<file path="src/rtl/debounce_pkg.sv">
// rtl/debounce_pkg.sv - shared constants and counter-width helper for the debounce bank
package debounce_pkg;

    // Board runs at 25 MHz: 10 ms debounce window, 1 s long-press.
    localparam int BOARD_CLK_HZ           = 25_000_000;
    localparam int DEFAULT_DEBOUNCE_LIMIT = BOARD_CLK_HZ / 100;
    localparam int DEFAULT_HOLD_LIMIT     = BOARD_CLK_HZ;

    function automatic int cnt_width(input int max_count);
        return (max_count > 1) ? $clog2(max_count) : 1;
    endfunction

endpackage

</file>
<file path="src/rtl/debounce_bank_if.sv">
// rtl/debounce_bank_if.sv - raw switch inputs and conditioned outputs of the debounce bank
interface debounce_bank_if #(
    parameter int NUM_CH = 4
);
    logic [NUM_CH-1:0] sw_i;
    logic [NUM_CH-1:0] sw_o;
    logic [NUM_CH-1:0] rise_o;
    logic [NUM_CH-1:0] fall_o;
    logic [NUM_CH-1:0] hold_o;
    logic              any_edge_o;

    modport master (
        output sw_i,
        input  sw_o, rise_o, fall_o, hold_o, any_edge_o
    );

    modport slave (
        input  sw_i,
        output sw_o, rise_o, fall_o, hold_o, any_edge_o
    );
endinterface

</file>
<file path="src/rtl/debounce_channel.sv">
// rtl/debounce_channel.sv - one switch: synchroniser, stability counter, edge and long-press pulses
module debounce_channel
    import debounce_pkg::*;
#(
    parameter int DEBOUNCE_LIMIT = DEFAULT_DEBOUNCE_LIMIT,
    parameter int HOLD_LIMIT     = DEFAULT_HOLD_LIMIT
) (
    input  logic i_clk,
    input  logic i_rst,
    input  logic i_sw,
    output logic o_level,
    output logic o_rise,
    output logic o_fall,
    output logic o_hold,
    output logic o_edge_nxt
);

    localparam int DB_W = cnt_width(DEBOUNCE_LIMIT);
    localparam int HB_W = cnt_width(HOLD_LIMIT + 1);
    localparam logic [DB_W-1:0] DB_LAST = DB_W'(DEBOUNCE_LIMIT - 1);
    localparam logic [HB_W-1:0] HB_LAST = HB_W'(HOLD_LIMIT - 1);
    localparam logic [HB_W-1:0] HB_FULL = HB_W'(HOLD_LIMIT);

    logic            r_meta;
    logic            r_sync;
    logic            r_state;
    logic [DB_W-1:0] r_cnt;
    logic            r_rise;
    logic            r_fall;
    logic            r_hold;
    logic [HB_W-1:0] r_hcnt;
    logic            r_held;

    logic w_diff;
    logic w_flip;
    logic w_state_nxt;
    logic w_hold_hit;

    assign w_diff      = r_sync ^ r_state;
    assign w_flip      = w_diff && (r_cnt == DB_LAST);
    assign w_state_nxt = r_state ^ w_flip;
    // A release on the very cycle the hold count completes suppresses the hold pulse.
    assign w_hold_hit  = r_state && w_state_nxt && !r_held && (r_hcnt == HB_LAST);

    always_ff @(posedge i_clk) begin
        if (i_rst) begin
            r_meta  <= 1'b0;
            r_sync  <= 1'b0;
            r_state <= 1'b0;
            r_cnt   <= '0;
            r_rise  <= 1'b0;
            r_fall  <= 1'b0;
            r_hold  <= 1'b0;
            r_hcnt  <= '0;
            r_held  <= 1'b0;
        end else begin
            r_meta  <= i_sw;
            r_sync  <= r_meta;
            r_state <= w_state_nxt;
            r_rise  <= w_flip && !r_state;
            r_fall  <= w_flip && r_state;
            r_hold  <= w_hold_hit;

            if (!w_diff || w_flip) begin
                r_cnt <= '0;
            end else begin
                r_cnt <= r_cnt + DB_W'(1);
            end

            if (!w_state_nxt) begin
                r_hcnt <= '0;
                r_held <= 1'b0;
            end else if (r_state && !r_held) begin
                if (w_hold_hit) begin
                    r_hcnt <= HB_FULL;
                    r_held <= 1'b1;
                end else begin
                    r_hcnt <= r_hcnt + HB_W'(1);
                end
            end
        end
    end

    assign o_level    = r_state;
    assign o_rise     = r_rise;
    assign o_fall     = r_fall;
    assign o_hold     = r_hold;
    assign o_edge_nxt = w_flip;

endmodule

</file>
<file path="src/rtl/debounce_bank.sv">
// rtl/debounce_bank.sv - NUM_CH independent debounce channels plus a registered any-edge flag
module debounce_bank
    import debounce_pkg::*;
#(
    parameter int NUM_CH         = 4,
    parameter int DEBOUNCE_LIMIT = DEFAULT_DEBOUNCE_LIMIT,
    parameter int HOLD_LIMIT     = DEFAULT_HOLD_LIMIT
) (
    input  logic            clk_i,
    input  logic            rst_i,
    debounce_bank_if.slave  bus
);

    logic [NUM_CH-1:0] w_edge_nxt;
    logic              r_any_edge;

    genvar g;
    generate
        for (g = 0; g < NUM_CH; g++) begin : g_ch
            debounce_channel #(
                .DEBOUNCE_LIMIT (DEBOUNCE_LIMIT),
                .HOLD_LIMIT     (HOLD_LIMIT)
            ) u_ch (
                .i_clk      (clk_i),
                .i_rst      (rst_i),
                .i_sw       (bus.sw_i[g]),
                .o_level    (bus.sw_o[g]),
                .o_rise     (bus.rise_o[g]),
                .o_fall     (bus.fall_o[g]),
                .o_hold     (bus.hold_o[g]),
                .o_edge_nxt (w_edge_nxt[g])
            );
        end
    endgenerate

    // Built from the channels' next-cycle flips so it lines up with rise_o/fall_o.
    always_ff @(posedge clk_i) begin
        if (rst_i) begin
            r_any_edge <= 1'b0;
        end else begin
            r_any_edge <= |w_edge_nxt;
        end
    end

    assign bus.any_edge_o = r_any_edge;

endmodule
</file>
<file path="src/flat_wrapper.sv">
// flat-port wrapper written by rule: the top's interface ports become plain ports
module debounce_bank_flat import debounce_pkg::*;
#(
    parameter int NUM_CH         = 4,
    parameter int DEBOUNCE_LIMIT = DEFAULT_DEBOUNCE_LIMIT,
    parameter int HOLD_LIMIT     = DEFAULT_HOLD_LIMIT
)
  (clk_i, rst_i, bus_sw_i, bus_sw_o, bus_rise_o, bus_fall_o, bus_hold_o, bus_any_edge_o);
  debounce_bank_if #(.NUM_CH(NUM_CH)) bus_i ();
  input  logic clk_i;
  input  logic rst_i;
  input wire logic [$bits(bus_i.sw_i)-1:0] bus_sw_i;
  output wire logic [$bits(bus_i.sw_o)-1:0] bus_sw_o;
  output wire logic [$bits(bus_i.rise_o)-1:0] bus_rise_o;
  output wire logic [$bits(bus_i.fall_o)-1:0] bus_fall_o;
  output wire logic [$bits(bus_i.hold_o)-1:0] bus_hold_o;
  output wire logic [$bits(bus_i.any_edge_o)-1:0] bus_any_edge_o;
  assign bus_i.sw_i = bus_sw_i;
  assign bus_sw_o = bus_i.sw_o;
  assign bus_rise_o = bus_i.rise_o;
  assign bus_fall_o = bus_i.fall_o;
  assign bus_hold_o = bus_i.hold_o;
  assign bus_any_edge_o = bus_i.any_edge_o;
  debounce_bank #(.NUM_CH(NUM_CH), .DEBOUNCE_LIMIT(DEBOUNCE_LIMIT), .HOLD_LIMIT(HOLD_LIMIT)) u_core (.clk_i(clk_i), .rst_i(rst_i), .bus(bus_i));
endmodule
</file>
<file path="config.mk">
export PLATFORM = sky130hd
export DESIGN_NAME = debounce_bank_flat
export DESIGN_NICKNAME = d
export VERILOG_FILES = /design/src/rtl/debounce_pkg.sv /design/src/rtl/debounce_bank_if.sv /design/src/rtl/debounce_channel.sv /design/src/rtl/debounce_bank.sv /design/src/flat_wrapper.sv
export SDC_FILE = /design/constraint.sdc
export NUM_CORES = 1
export LEC_CHECK = 0
export BUFFER_PORTS_ARGS = -buffer_cell sky130_fd_sc_hd__buf_2
export CORE_UTILIZATION = 30
export DETAILED_ROUTE_END_ITERATION = 8
export GPL_ROUTABILITY_DRIVEN = 0
export PLACE_DENSITY = 0.55
export SYNTH_ARGS = -nofsm -noshare
export SYNTH_HDL_FRONTEND = slang
export SYNTH_HIERARCHICAL = 1
export SYNTH_SLANG_ARGS = --single-unit
export TNS_END_PERCENT = 10
</file>
<file path="constraint.sdc">
create_clock -name clk_i -period 2.4 [get_ports clk_i]
set_clock_uncertainty 0.1 [all_clocks]
set_input_delay 0.48 -clock clk_i [delete_from_list [all_inputs] [get_ports clk_i]]
set_output_delay 0.48 -clock clk_i [all_outputs]
set_load 0.1 [all_outputs]
</file>
# ---- After elaboration in Yosys (flattened, before gate mapping)
# Cells that the tools add are included.
# W data, S select, Z words.
dict set report word_totals {
  regBits 201
  elab_cells 126
  input_bits 6
}
dict set report op_classes {
  n_reduce_logical 57
  addsub 8
  n_bitwise 12
  muxes 4
  eq_ne 8
}
# cell count
set op_table {}
lappend op_table {{$add A25 B1 Y25 const B} 4}
lappend op_table {{$eq A25 B25 Y1 const B} 4}
lappend op_table {{$mux W25} 4}
lappend op_table {{$add A18 B1 Y18 const B} 4}
lappend op_table {{$eq A18 B18 Y1 const B} 4}
lappend op_table {{$logic_and A1 B1 Y1} 28}
lappend op_table {{$reduce_or A2 Y1} 8}
lappend op_table {{$logic_not A1 Y1} 12}
lappend op_table {{$reduce_and A2 Y1} 4}
lappend op_table {{$xor A1 B1 Y1} 8}
lappend op_table {{$logic_or A1 B1 Y1} 4}
lappend op_table {{$not A1 Y1} 4}
lappend op_table {{$reduce_or A4 Y1} 1}

# ---- Longest topological paths before layout
# Gate-level depths: netlist (run 1).
dict set report logic_depth {
  depth_word 7
  ltp_mapped 8
  mapped_depth_nobuf 6
}

# ---- Hierarchy
# Netlist (run 1), hierarchy kept.
# mod seq_area_each_um2 area_each_um2 cells_per_inst instances
set by_module_without_submodules {}
lappend by_module_without_submodules {debounce_channel 1001.0 2441.1 271 4}
lappend by_module_without_submodules {debounce_bank 20.0 30.0 3 1}

# ---- Worst setup path before layout (run 1)
# No wires, ideal clock.
dict set report synth_path {
  kind {reg-to-reg}
  start {reg u_core.g_ch[0].u_ch.r_state}
  end {reg u_core.g_ch[0].u_ch.r_hcnt[23]}
  slack_ns -0.461
  t_required_ns 2.225
  arrival_time_ns 2.686
  setup_ns 0.075
  synth_period_minus_slack_ns 2.861
  path_stages_with_launch 6
  cell_sequence {dfxtp_1 > nand3b_1 > or4_1 > clkbuf_1 > or4_1 > a22oi_2}
}
dict set report synth_via {
  elab_chain_len 7
}
# item line
set synth_rtl {}
lappend synth_rtl {{start: declaration} debounce_channel.sv:26} ;# logic r_state;
lappend synth_rtl {{start signal: assignment} debounce_channel.sv:59} ;# r_state <= w_state_nxt;
lappend synth_rtl {{$xor A1 B1 Y1} debounce_channel.sv:39} ;# assign w_diff = r_sync ^ r_state;
lappend synth_rtl {{$logic_and A1 B1 Y1} debounce_channel.sv:40} ;# assign w_flip = w_diff && (r_cnt == DB_LAST);
lappend synth_rtl {{$xor A1 B1 Y1} debounce_channel.sv:41} ;# assign w_state_nxt = r_state ^ w_flip;
lappend synth_rtl {{$logic_and A1 B1 Y1 (3 in series)} debounce_channel.sv:43} ;# assign w_hold_hit = r_state && w_state_nxt && !r_held && (r_hcnt == HB_LAST);
lappend synth_rtl {{$mux W25} debounce_channel.sv:74} ;# if (w_hold_hit) begin
lappend synth_rtl {{end signal: assignment} debounce_channel.sv:78} ;# r_hcnt <= r_hcnt + HB_W'(1);
lappend synth_rtl {{end: declaration} debounce_channel.sv:31} ;# logic [HB_W-1:0] r_hcnt;
# Several ways; a longest one is shown, not always the timed one.
# A chain may end at the register's enable or synchronous reset.

# ---- Worst setup path after layout (run 1)
dict set report layout_path {
  start {reg u_core.g_ch[1].u_ch.r_cnt[0]}
  end {reg u_core.g_ch[1].u_ch.r_hcnt[3]}
}
dict set report layout_via {
  elab_chain_len 7
}
# item line
set layout_rtl {}
lappend layout_rtl {{start: declaration} debounce_channel.sv:27} ;# logic [DB_W-1:0] r_cnt;
lappend layout_rtl {{start signal: assignment} debounce_channel.sv:67} ;# r_cnt <= r_cnt + DB_W'(1);
lappend layout_rtl {{$eq A18 B18 Y1 *} debounce_channel.sv:40}
lappend layout_rtl {{$logic_and A1 B1 Y1 *} debounce_channel.sv:40}
lappend layout_rtl {{$xor A1 B1 Y1 *} debounce_channel.sv:41}
lappend layout_rtl {{$logic_and A1 B1 Y1 (3 in series)} debounce_channel.sv:43}
lappend layout_rtl {{$mux W25} debounce_channel.sv:74}
lappend layout_rtl {{end signal: assignment} debounce_channel.sv:78}
lappend layout_rtl {{end: declaration} debounce_channel.sv:31}
# Mark *: on every way between the ends. The rest lies on a longest branch, timed or not.

==> key figures, run 1 <==
STA
  – Max Clock Freq: 428 MHz
  – Tcrit/Tclk final: 97.3%
  – RSZ-0062 raised after global routing: yes
  – Final hold violation count: 0
  – Hold WS: 74.0 ps
  – Tmin final: 2330 ps
  – Slew Limit Headroom: 61.4%
  – Final Max Tran Viols: 0
  – Worst-Margin Slew: 571 ps
  – Final setup vio count: 0

Placement
  – Input/output buffers: 22
  – Post-Place Cells: 1553
  – DPL Wire Length: 14100 um

Drt
  – Final ANT Viol Nets: 0
  – DRC violations left: 0
  – Routed WL per cell: 13.5 um
  – Via count: 8170
  – DR pass1 iterations: 4
  – Vias per cell: 5.11
  – 1st-iter DRT viols: 374
  – Routed WL: 21600 um

Yosys
  – Syn Nets: 1101
  – Number of unique standard cell types used by synthesis: 37
  – Synthesized flop and latch total: 201
  – Synthesized area per cell: 9.01 um^2
  – Mapped Cells: 1087
  – Mapped cell area: 9790 um^2
  – Seq/Total Area, Yosys: 41.1%
  – Warnings from Yosys: 6

Floorplanning
  – Initial Utilization: 30.8%
  – Die ar.: 33400 um^2
  – Die width: 183 um
  – Row count: 65
  – I/O Pins: 23
  – Die extent in y: 183 um
  – Core Area: 31800 um^2

Final layout
  – Area delta synth->final: 18.6%
  – Antenna Cells: 0
  – Finished Layout Cells: 1600
  – Layout net count: 1161
  – Fill count: 3244
  – Most common cell after layout, fill and taps aside: dfxtp_1
  – Layout cell share with drive strength beyond 1: 18.8%
  – Most frequent cells in the layout: 197 x dfxtp_1, 76 x nand2_1, 65 x nor2_1

GRT
  – Initial antenna violation count: 0
  – Vias in the first global route: 7687
  – First-pass GRT wire length: 37100 um
  – Largest net degree at the start of global routing: 28
  – Gr usage total: 12.9%
  – Grt ovf: 0

Run status
  – Outcome: finished, final reports clean

Power and ir drop
  – Seq pwr share: 47.1%
  – Switching power: 1450 uW
  – Power density over the cells: 611 nW/um^2
  – Gate power share: 0.6%
  – LEAKAGE: 0.00335 uW
  – Power Internal: 5650 uW
  – Clock share of power: 52.3%
  – Switch share: 20.5%
  – Maximum vdd drop: 0.000469 V

CTS
  – CTS buffer count: 24
  – Hold-fix buffers, CTS: 0
  – CTS Sinks: 201
  – CTS Buffer Depth: 3
  – Clock Latency Late Sink: 520 ps
  – H-tree levels: 1
  – CTS tree: yes
  – Clk pin slew, worst setup/hold paths: 60 ps
  – Clock Tree Root: clkbuf_16

Setup path
  – Type of destination of the critical path: flop
  – CP arrival: 2660 ps
  – Flop2flop setup slack: 70 ps
  – Kind of critical path: reg2reg
  – CP required: 2730 ps
  – Crit path max fanout: 27
  – Worst setup SP type: flop

Run
  – Max-cap violation count: 0

Min path
  – Hold WC Path Type: in2reg
## registers in the layout, summed over array words and instances, names as in the netlist
| register | flops |
|---|---|
| u_core/g_ch.u_ch/r_cnt | 72 |
| u_core/g_ch.u_ch/r_held | 4 |
| u_core/g_ch.u_ch/o_fall | 4 |
| u_core/g_ch.u_ch/r_hcnt | 100 |
| u_core/g_ch.u_ch/o_level | 4 |
| u_core/g_ch.u_ch/r_meta | 4 |
| u_core/g_ch.u_ch/r_sync | 4 |
| u_core/bus.any_edge_o | 1 |
| u_core/g_ch.u_ch/o_hold | 4 |
| u_core/g_ch.u_ch/o_rise | 4 |
## synth_stat cells
cell type / number / share of area [%]
nand3b_1: 8 / 0.61
nor4b_1: 12 / 1.1
dfxtp_1: 201 / 41
ha_1: 8 / 1.0
or2_2: 20 / 1.3
buf_2: 8 / 0.41
o21ai_1: 8 / 0.41
xor2_1: 44 / 3.9
nor3_1: 28 / 1.4
inv_1: 24 / 0.92
nand4b_1: 4 / 0.36
or3b_2: 4 / 0.36
a22oi_1: 20 / 1.5
a22oi_2: 44 / 5.6
and2_1: 4 / 0.26
or4_1: 52 / 4.0
or4b_4: 4 / 0.56
nor4bb_1: 4 / 0.41
clkbuf_1: 36 / 1.4
nor2b_1: 16 / 1.0
o31ai_1: 36 / 2.8
nand2b_1: 8 / 0.51
nor3b_1: 8 / 0.61
nand3_1: 52 / 2.7
o21ai_0: 36 / 1.8
nand2_1: 76 / 2.9
and3_1: 12 / 0.77
o211ai_1: 4 / 0.31
or3_1: 28 / 1.8
a211oi_1: 8 / 0.61
buf_6: 12 / 1.4
nor2_1: 65 / 2.5
a21oi_1: 44 / 2.2
and4_1: 24 / 2.1
nand4_1: 48 / 3.1
nor4_1: 25 / 1.6
xnor2_1: 52 / 4.7
## cells by family (layout without fill, tap and decap cells)
| group | count (synthesis) | count (layout) | synth area share (%) |
|---|---|---|---|
| buffers and inverters | 80 | 156 | 4.09 |
| adders and majority gates | 8 | 8 | 1.02 |
| DFF | 201 | 201 | 41.1 |
| xor gates and xnor gates | 96 | 96 | 8.58 |
| AOI/OAI and AO/OA | 200 | 200 | 15.3 |
| and+or+nand+nor | 502 | 504 | 29.9 |
## cell type report
| cell class | count | area [um^2] | area share, % |
|---|---|---|---|
| multi-input cells | 808 | 5440 | 46.8 |
| flip-flops and latches | 201 | 4040 | 34.8 |
| clock buffers | 33 | 716 | 6.16 |
| repair buffers | 88 | 681 | 5.86 |
| well taps | 435 | 544 | 4.68 |
| clock inverters | 11 | 108 | 0.926 |
| inverters | 24 | 90.1 | 0.775 |
## routing by layer
metal  wire length [um]  vias to the layer above  share of wire [%]  global-route usage [%]
li1                   -                     4189                  -                       -
met1              11000                     3844                 51                    18.2
met2               9350                       96                 43                    20.2
met3                622                       41                2.9                    1.80
met4                607                        0                2.8                    4.44
met5                  0                        -                  0                       0
## metrics by stage
stage	setup TNS, ps	total power, uW	setup WS, ps	utilization [%]	area [um^2]
after global placement	0	3460	15.3	33.7	10700
after CTS	0	7230	26.7	36.3	11500
after detailed placement	-7.02	3460	-5.35	33.7	10700
final	0	7100	65.5	36.5	11600
after floorplan	0	3440	54.3	-	9810
after global routing	-414	7350	-55.4	36.5	11600
## path summary, 6_finish.rpt
| check | from | end | depth (start not counted) |
|---|---|---|---|
| hold / removal | bus_sw_i[3] | u_core/g_ch[3].u_ch/r_meta$_SDFF_PP0_ | 2 |
| setup reg to reg | u_core/g_ch[1].u_ch/r_cnt[0]$_SDFF_PP0_ | u_core/g_ch[1].u_ch/r_hcnt[3]$_SDFFE_PP0P_ | 5 |
| setup / recovery | u_core/g_ch[1].u_ch/r_cnt[0]$_SDFF_PP0_ | u_core/g_ch[1].u_ch/r_hcnt[3]$_SDFFE_PP0P_ | 5 |
| hold reg to reg | u_core/g_ch[3].u_ch/r_meta$_SDFF_PP0_ | u_core/g_ch[3].u_ch/r_sync$_SDFF_PP0_ | 1 |
## what timing repair did
item,4_1_cts,5_1_grt
setup buffers,0,1
resized for setup,0,9
endpoints found under the hold margin,0,0
endpoints found under the setup margin,1,91
pin swaps,1,4
gates cloned,0,2
## power by group through the flow
stage,logic [uW],clock network [uW],registers [uW]
after detailed placement,43.5,0,3420
after global placement,43.3,0,3420
after floorplan,18.7,0,3420
after CTS,43.8,3840,3350
final,44.4,3710,3350
after global routing,49.3,3960,3350
## critical path: stages, from the launching register on
cell      delay, ps
dfxtp_1         370
ha_1            180
nand3_1         100
or4_1           510
or4b_4          710
a211oi_1        260
No activity file was read; power rests on OpenSTA's default activity.
==> run 2, diff against run 1 <==
--- a/config.mk
+++ b/config.mk
@@ -9,7 +9,8 @@
 export CORE_UTILIZATION = 30
 export DETAILED_ROUTE_END_ITERATION = 8
 export GPL_ROUTABILITY_DRIVEN = 0
-export PLACE_DENSITY = 0.55
+export PLACE_DENSITY_LB_ADDON = 0.3
+export SLEW_MARGIN = 20
 export SYNTH_ARGS = -nofsm -noshare
 export SYNTH_HDL_FRONTEND = slang
 export SYNTH_HIERARCHICAL = 1
==> run 2 against run 1 <==
Flip-flop and latch count stayed put. Sequential power hardly changed. Hold slack better by 6.4 ps. First-iteration DRC count is 7.0% higher. Fmax is 1.6% higher. Critical endpoint is now u_core/g_ch[2].u_ch/r_held$_SDFFE_PP0P_. Largest power group unchanged. Highest routed layer unchanged.
==> key figures, run 2 (synthesized netlist as in run 1, its figures left out) <==
Run status
  – Outcome: finished, final reports clean

Floorplanning
  – Row count: 65 (unchanged)
  – Initial Utilization: 30.8% (unchanged)
  – Core Area: 31800 um^2 (unchanged)
  – I/O Pins: 23 (unchanged)
  – Die extent in y: 183 um (unchanged)
  – Die width: 183 um (unchanged)
  – Die ar.: 33400 um^2 (unchanged)

STA
  – Tmin final: 2300 ps (-37.5 ps)
  – Worst-Margin Slew: 645 ps (+74.1 ps)
  – Final setup vio count: 0 (unchanged)
  – RSZ-0062 raised after global routing: no
  – Max Clock Freq: 435 MHz (+1.6%)
  – Tcrit/Tclk final: 95.7% (-1.6 points)
  – Final hold violation count: 0 (unchanged)
  – Slew Limit Headroom: 57.0% (-4.4 points)
  – Final Max Tran Viols: 0 (unchanged)

Power and ir drop
  – Power Internal: 5520 uW (-2.3%)
  – Gate power share: 0.7% (about the same)
  – Power, Total: 6950 uW (-2.1%)
  – Switch share: 20.6% (+0.13 points)
  – Power density over the cells: 601 nW/um^2 (-1.7%)
  – Maximum vdd drop: 0.000496 V (+5.9%)
  – Clock share of power: 51.2% (-1.1 points)
  – Seq pwr share: 48.2% (+1.1 points)
  – LEAKAGE: 0.00327 uW (-2.2%)
  – Switching power: 1430 uW (-1.5%)

Final layout
  – Most frequent cells in the layout: 197 x dfxtp_1, 76 x nand2_1, 65 x nor2_1
  – Finished Layout Cells: 1595 (-0.31%)
  – Flip-flop count of the largest register after layout: 100 (unchanged)
  – Most common cell after layout, fill and taps aside: dfxtp_1
  – Layout cell share with drive strength beyond 1: 18.4% (-0.35 points)
  – Layout net count: 1157 (-0.34%)
  – Antenna Cells: 0 (unchanged)
  – Biggest register: u_core/g_ch.u_ch/r_hcnt
  – Biggest regs: u_core/g_ch.u_ch/r_hcnt (100), u_core/g_ch.u_ch/r_cnt (72)
  – Area delta synth->final: 18.1%

Run
  – Max-cap violation count: 0 (unchanged)

CTS
  – Clk pin slew, worst setup/hold paths: 60 ps (about the same)
  – CTS tree: yes
  – H-tree levels: 1 (unchanged)
  – Clock Latency Late Sink: 520 ps (about the same)
  – CTS Sinks: 201 (unchanged)
  – CTS Buffer Depth: 3 (unchanged)
  – CTS buffer count: 24 (unchanged)
  – Hold-fix buffers, CTS: 0 (unchanged)
  – Clock Tree Root: clkbuf_16
  – Post-CTS Setup Repair Bufs: 0 (unchanged)

Placement
  – Post-Place Cells: 1546 (-0.45%)
  – Input/output buffers: 22 (unchanged)
  – DPL Wire Length: 14200 um (+0.46%)

GRT
  – Vias in the first global route: 7493 (-2.5%)
  – First-pass GRT wire length: 36500 um (-1.7%)
  – Grt ovf: 0 (unchanged)
  – Initial antenna violation count: 0 (unchanged)
  – Largest net degree at the start of global routing: 28 (unchanged)
  – Gr usage total: 12.8% (-0.13 points)

Setup path
  – CP arrival: 2620 ps (-40 ps)
  – Flop2flop setup slack: 100 ps (+40 ps)
  – CP required: 2730 ps (about the same)
  – Crit path max fanout: 10 (-63%)
  – Type of destination of the critical path: flop
  – Worst setup SP type: flop
  – Kind of critical path: reg2reg
  – Worst r2r src: u_core/g_ch[2].u_ch/r_cnt[1]$_SDFF_PP0_
  – Critical R2R Capture: u_core/g_ch[2].u_ch/r_held$_SDFFE_PP0P_
  – R2R cell count: 6 (+1)

Drt
  – Via count: 8141 (-0.35%)
  – DRC violations left: 0 (unchanged)
  – Routed WL per cell: 13.9 um (+3.1%)
  – Final ANT Viol Nets: 0 (unchanged)
  – DR pass1 iterations: 4 (unchanged)
  – 1st-iter DRT viols: 400 (+7.0%)
  – Vias per cell: 5.10 (about the same)
  – Routed WL: 22200 um (+2.7%)

Min path
  – Hold WC Path Type: in2reg
  – Hold path start: bus_sw_i[3]
  – Worst Hold Path Cells: 2 (unchanged)
  – WHS Endpoint: u_core/g_ch[3].u_ch/r_meta$_SDFF_PP0_
[run 2: cell types whose count changed in the layout (fill, tap and decap cells not counted), sizes merged]
cell    before  now
clkinv       8    5
bufinv       2    1
clkbuf      33   36
buf         88   80
or4b         6   10
[run 2: layer usage]
| metal | wire (um) | GRT usage [%] | vias up |
|---|---|---|---|
| met3 | 763 | 2.37 | 31 |
| met4 | 437 | 3.33 | 0 |
| met1 | 11400 | 18.1 | 3815 |
| met2 | 9550 | 19.8 | 93 |
| met5 | 0 | 0 | - |
| li1 | - | - | 4202 |
[run 2: worst max-delay path: stages (launching register included)]
cell and delay, ps:
dfxtp_1 350, ha_2 200, nand3_1 120, or4_4 510
or4b_4 540, buf_4 210, a22oi_1 190
[run 2: power groups by stage]
| stage | combinational (uW) | clock (uW) | sequential, uW |
|---|---|---|---|
| detailed placement | 42.7 | 0 | 3420 |
| floorplan | 18.7 | 0 | 3420 |
| CTS | 43.2 | 3680 | 3350 |
| global route | 51.7 | 3840 | 3350 |
| global placement | 42.5 | 0 | 3420 |
| finish | 46.8 | 3550 | 3350 |
[run 2: repair_timing]
action	4_1_cts	5_1_grt
gates resized for setup	1	18
pin swaps	3	5
cloned	0	6
setup endpoints to repair	7	82
[run 2: through the flow]
stage / TNS [ps] / hold slack (ps) / area [um^2] / setup WS, ps / utilization, %
final: 0 / 80.4 / 11600 / 103 / 36.4
after global routing: 0 / 89.1 / 11600 / 0.240 / 36.4
after CTS: 0 / 51.3 / 11400 / 13.7 / 36.0
after detailed placement: -75.8 / 328 / 10700 / -33.4 / 33.5
after global placement: 0 / 322 / 10700 / 11.6 / 33.5
after floorplan: 0 / 314 / 9810 / 54.3 / -
[run 2: area by class of cell]
cell class                      count  area, um^2
Clock buffer                       36         717
Clock inverter                      7        62.6
Fill cell                        3253       20200
Inverter                           24        90.1
Multi-Input combinational cell    812        5520
Sequential cell                   201        4040
Tap cell                          435         544
Timing Repair Buffer               80         603
[run 2: how the worst max path moves through the flow]
stage | cells past startpoint | from | slack (ps) | end
finish | 6 | u_core/g_ch[2].u_ch/r_cnt[1]$_SDFF_PP0_ | 100 | u_core/g_ch[2].u_ch/r_held$_SDFFE_PP0P_
global route | 6 | u_core/g_ch[2].u_ch/r_cnt[1]$_SDFF_PP0_ | 0.2 | u_core/g_ch[2].u_ch/r_held$_SDFFE_PP0P_
CTS | 5 | u_core/g_ch[0].u_ch/r_cnt[1]$_SDFF_PP0_ | 10 | u_core/g_ch[0].u_ch/r_hcnt[3]$_SDFFE_PP0P_
detailed placement | 7 | u_core/g_ch[2].u_ch/r_cnt[1]$_SDFF_PP0_ | -30 | u_core/g_ch[2].u_ch/o_rise$_SDFF_PP0_
global placement | 7 | u_core/g_ch[2].u_ch/r_cnt[1]$_SDFF_PP0_ | 10 | u_core/g_ch[2].u_ch/o_rise$_SDFF_PP0_
floorplan | 8 | u_core/g_ch[0].u_ch/r_cnt[0]$_SDFF_PP0_ | 50 | u_core/g_ch[0].u_ch/r_hcnt[0]$_SDFFE_PP0P_
==> run 3, diff against run 2 <==
--- a/config.mk
+++ b/config.mk
@@ -7,6 +7,7 @@
 export LEC_CHECK = 0
 export BUFFER_PORTS_ARGS = -buffer_cell sky130_fd_sc_hd__buf_2
 export CORE_UTILIZATION = 30
+export CTS_CLUSTER_SIZE = 25
 export DETAILED_ROUTE_END_ITERATION = 8
 export GPL_ROUTABILITY_DRIVEN = 0
 export PLACE_DENSITY_LB_ADDON = 0.3
==> constraint.sdc (replaced) <==
create_clock -name clk_i -period 2.98 [get_ports clk_i]
set_clock_uncertainty 0.1 [all_clocks]
set_input_delay 0.596 -clock clk_i [delete_from_list [all_inputs] [get_ports clk_i]]
set_output_delay 0.596 -clock clk_i [all_outputs]
set_load 0.1 [all_outputs]
==> run 3 against run 2 <==
Utilization is 1.7 points lower. Global-route usage is 0.41 points lower. Fmax is 11% lower. Critical path type unchanged. Critical endpoint is now u_core/g_ch[2].u_ch/r_hcnt[5]$_SDFFE_PP0P_. Sequential power is 19% lower. Highest routed layer unchanged. Cell count is 3.2% lower. Hold slack better by 130 ps. Non-clock buffer count is 43 lower. Clock-buffer cell count is 1 higher.
==> key figures, run 3 (synthesized netlist as in run 1, its figures left out) <==
Run status
  – Outcome: finished, final reports clean

Final layout
  – Most frequent cells in the layout: 201 x dfxtp_1, 76 x nand2_1, 65 x nor2_1
  – Finished Layout Cells: 1544 (-3.2%)
  – Flip-flop count of the largest register after layout: 100 (unchanged)
  – Biggest regs: u_core/g_ch.u_ch/r_hcnt (100), u_core/g_ch.u_ch/r_cnt (72)
  – Fin area: 11000 um^2 (-4.6%)
  – Layout net count: 1107 (-4.3%)
  – Fill count: 3277 (+0.74%)
  – Biggest register: u_core/g_ch.u_ch/r_hcnt
  – Antenna Cells: 0 (unchanged)
  – Area delta synth->final: 12.6%
  – Most common cell after layout, fill and taps aside: dfxtp_1
  – Layout cell share with drive strength beyond 1: 13.4% (-5.0 points)

Setup path
  – Critical R2R Capture: u_core/g_ch[2].u_ch/r_hcnt[5]$_SDFFE_PP0P_
  – Flop2flop setup slack: 390 ps (+280 ps)
  – CP required: 3300 ps (+570 ps)
  – Crit path max fanout: 27 (+17)
  – Worst r2r src: u_core/g_ch[2].u_ch/r_cnt[0]$_SDFF_PP0_
  – CP arrival: 2910 ps (+290 ps)
  – Kind of critical path: reg2reg
  – R2R cell count: 5 (-1)
  – Worst setup SP type: flop
  – Type of destination of the critical path: flop

Power and ir drop
  – Clock share of power: 51.0% (-0.2 points)
  – Switching power: 1140 uW (-21%)
  – Seq pwr share: 48.4% (+0.2 points)
  – Power Internal: 4430 uW (-20%)
  – Switch share: 20.4% (-0.19 points)
  – Power, Total: 5570 uW (-20%)
  – Power density over the cells: 505 nW/um^2 (-16%)
  – Gate power share: 0.6% (about the same)
  – Maximum vdd drop: 0.000435 V (-12%)
  – LEAKAGE: 0.00302 uW (-7.8%)

Drt
  – 1st-iter DRT viols: 487 (+22%)
  – DR pass1 iterations: 5 (+1)
  – Top Layer Used: met4
  – Met3 routed WL: 591 um (-23%)
  – Routed WL: 20900 um (-5.7%)
  – Final ANT Viol Nets: 0 (unchanged)
  – Vias per cell: 5.12 (+0.26%)
  – Met1 WL: 11100 um (-3.3%)
  – WL met2: 8860 um (-7.2%)
  – Via count: 7901 (-2.9%)
  – Routed WL per cell: 13.5 um (-2.6%)
  – DRC violations left: 0 (unchanged)

Floorplanning
  – I/O Pins: 23 (unchanged)
  – Die width: 183 um (unchanged)
  – Initial Utilization: 30.8% (unchanged)
  – Die ar.: 33400 um^2 (unchanged)
  – Die extent in y: 183 um (unchanged)
  – Row count: 65 (unchanged)
  – Core Area: 31800 um^2 (unchanged)

STA
  – Tmin final: 2590 ps (+295 ps)
  – Tcrit/Tclk final: 87.0% (-8.7 points)
  – Final Max Tran Viols: 0 (unchanged)
  – Final hold violation count: 0 (unchanged)
  – Slew Limit Headroom: 56.7% (-0.31 points)
  – RSZ-0062 raised after global routing: no
  – Worst-Margin Slew: 644 ps (-1.29 ps)
  – Max Clock Freq: 386 MHz (-11%)
  – TNS Setup: 0 ps (unchanged)
  – Final setup vio count: 0 (unchanged)
  – Hold WS: 208 ps (+128 ps)

Run
  – Max-cap violation count: 0 (unchanged)

GRT
  – Initial antenna violation count: 0 (unchanged)
  – Largest net degree at the start of global routing: 28 (unchanged)
  – Grt ovf: 0 (unchanged)
  – Vias in the first global route: 7180 (-4.2%)
  – First-pass GRT wire length: 35300 um (-3.2%)
  – Gr usage total: 12.4% (-0.41 points)

Min path
  – Worst Hold Path Cells: 2 (unchanged)
  – Hold WC Path Type: in2reg
  – Hold path start: bus_sw_i[3]
  – WHS Endpoint: u_core/g_ch[3].u_ch/r_meta$_SDFF_PP0_

CTS
  – Hold-fix buffers, CTS: 0 (unchanged)
  – H-tree levels: 1 (unchanged)
  – Post-CTS Setup Repair Bufs: 0 (unchanged)
  – CTS tree: yes
  – CTS Buffer Depth: 3 (unchanged)
  – CTS buffer count: 23 (-4.2%)
  – Clk pin slew, worst setup/hold paths: 60 ps (about the same)
  – Clock Latency Late Sink: 500 ps (-20 ps)
  – Post-cts sizing count: 0 (-1)
  – CTS Sinks: 201 (unchanged)
  – Clock Tree Root: clkbuf_16

Placement
  – Placed inst area: 10300 um^2 (-3.6%)
  – Input/output buffers: 22 (unchanged)
  – Post-Place Cells: 1503 (-2.8%)
  – DPL Wire Length: 13600 um (-3.8%)
[run 3: how the worst max path moves through the flow]
stage | slack, ps | start | depth (start not counted) | to
after CTS | 390 | u_core/g_ch[2].u_ch/r_cnt[0]$_SDFF_PP0_ | 5 | u_core/g_ch[2].u_ch/r_hcnt[5]$_SDFFE_PP0P_
after floorplan | 120 | u_core/g_ch[0].u_ch/o_level$_SDFF_PP0_ | 5 | u_core/g_ch[0].u_ch/r_hcnt[23]$_SDFFE_PP0P_
after global routing | 220 | u_core/g_ch[2].u_ch/r_cnt[0]$_SDFF_PP0_ | 5 | u_core/g_ch[2].u_ch/r_hcnt[5]$_SDFFE_PP0P_
after global placement | 500 | u_core/g_ch[3].u_ch/r_cnt[0]$_SDFF_PP0_ | 5 | u_core/g_ch[3].u_ch/r_hcnt[5]$_SDFFE_PP0P_
final | 390 | u_core/g_ch[2].u_ch/r_cnt[0]$_SDFF_PP0_ | 5 | u_core/g_ch[2].u_ch/r_hcnt[5]$_SDFFE_PP0P_
after detailed placement | 420 | u_core/g_ch[3].u_ch/r_cnt[0]$_SDFF_PP0_ | 5 | u_core/g_ch[3].u_ch/r_hcnt[5]$_SDFFE_PP0P_
[run 3: area by class of cell]
cell class              instances  area, um^2  share of cell area (%)
multi-input cells             806        5390                    48.8
clock inverters                 4        48.8                   0.442
flip-flops and latches        201        4020                    36.5
repair buffers                 37         223                    2.02
clock buffers                  37         718                    6.51
well taps                     435         544                    4.93
inverters                      24        90.1                   0.817
[run 3: power groups by stage]
stage	sequential (uW)	clock [uW]	combinational (uW)
global placement	2760	0	33.3
global route	2700	3040	36.6
finish	2700	2840	33.0
detailed placement	2760	0	33.9
CTS	2700	2940	34.2
floorplan	2760	0	15.1
[run 3: critical path: stages, from the launching register on]
cell,delay [ps]
dfxtp_1,370
ha_1,240
nand3_1,120
or4_1,620
or4b_4,780
a211oi_1,270
[run 3: layer usage]
metal	global-route usage, %	vias up
met3	2.00	29
met4	3.09	0
met2	19.1	88
li1	-	4079
met5	0	-
met1	17.9	3705
[run 3: through the flow]
stage	setup WS, ps	util [%]
global route	219	34.7
floorplan	119	-
CTS	393	34.7
detailed placement	423	32.3
global placement	502	32.3
finish	388	34.7
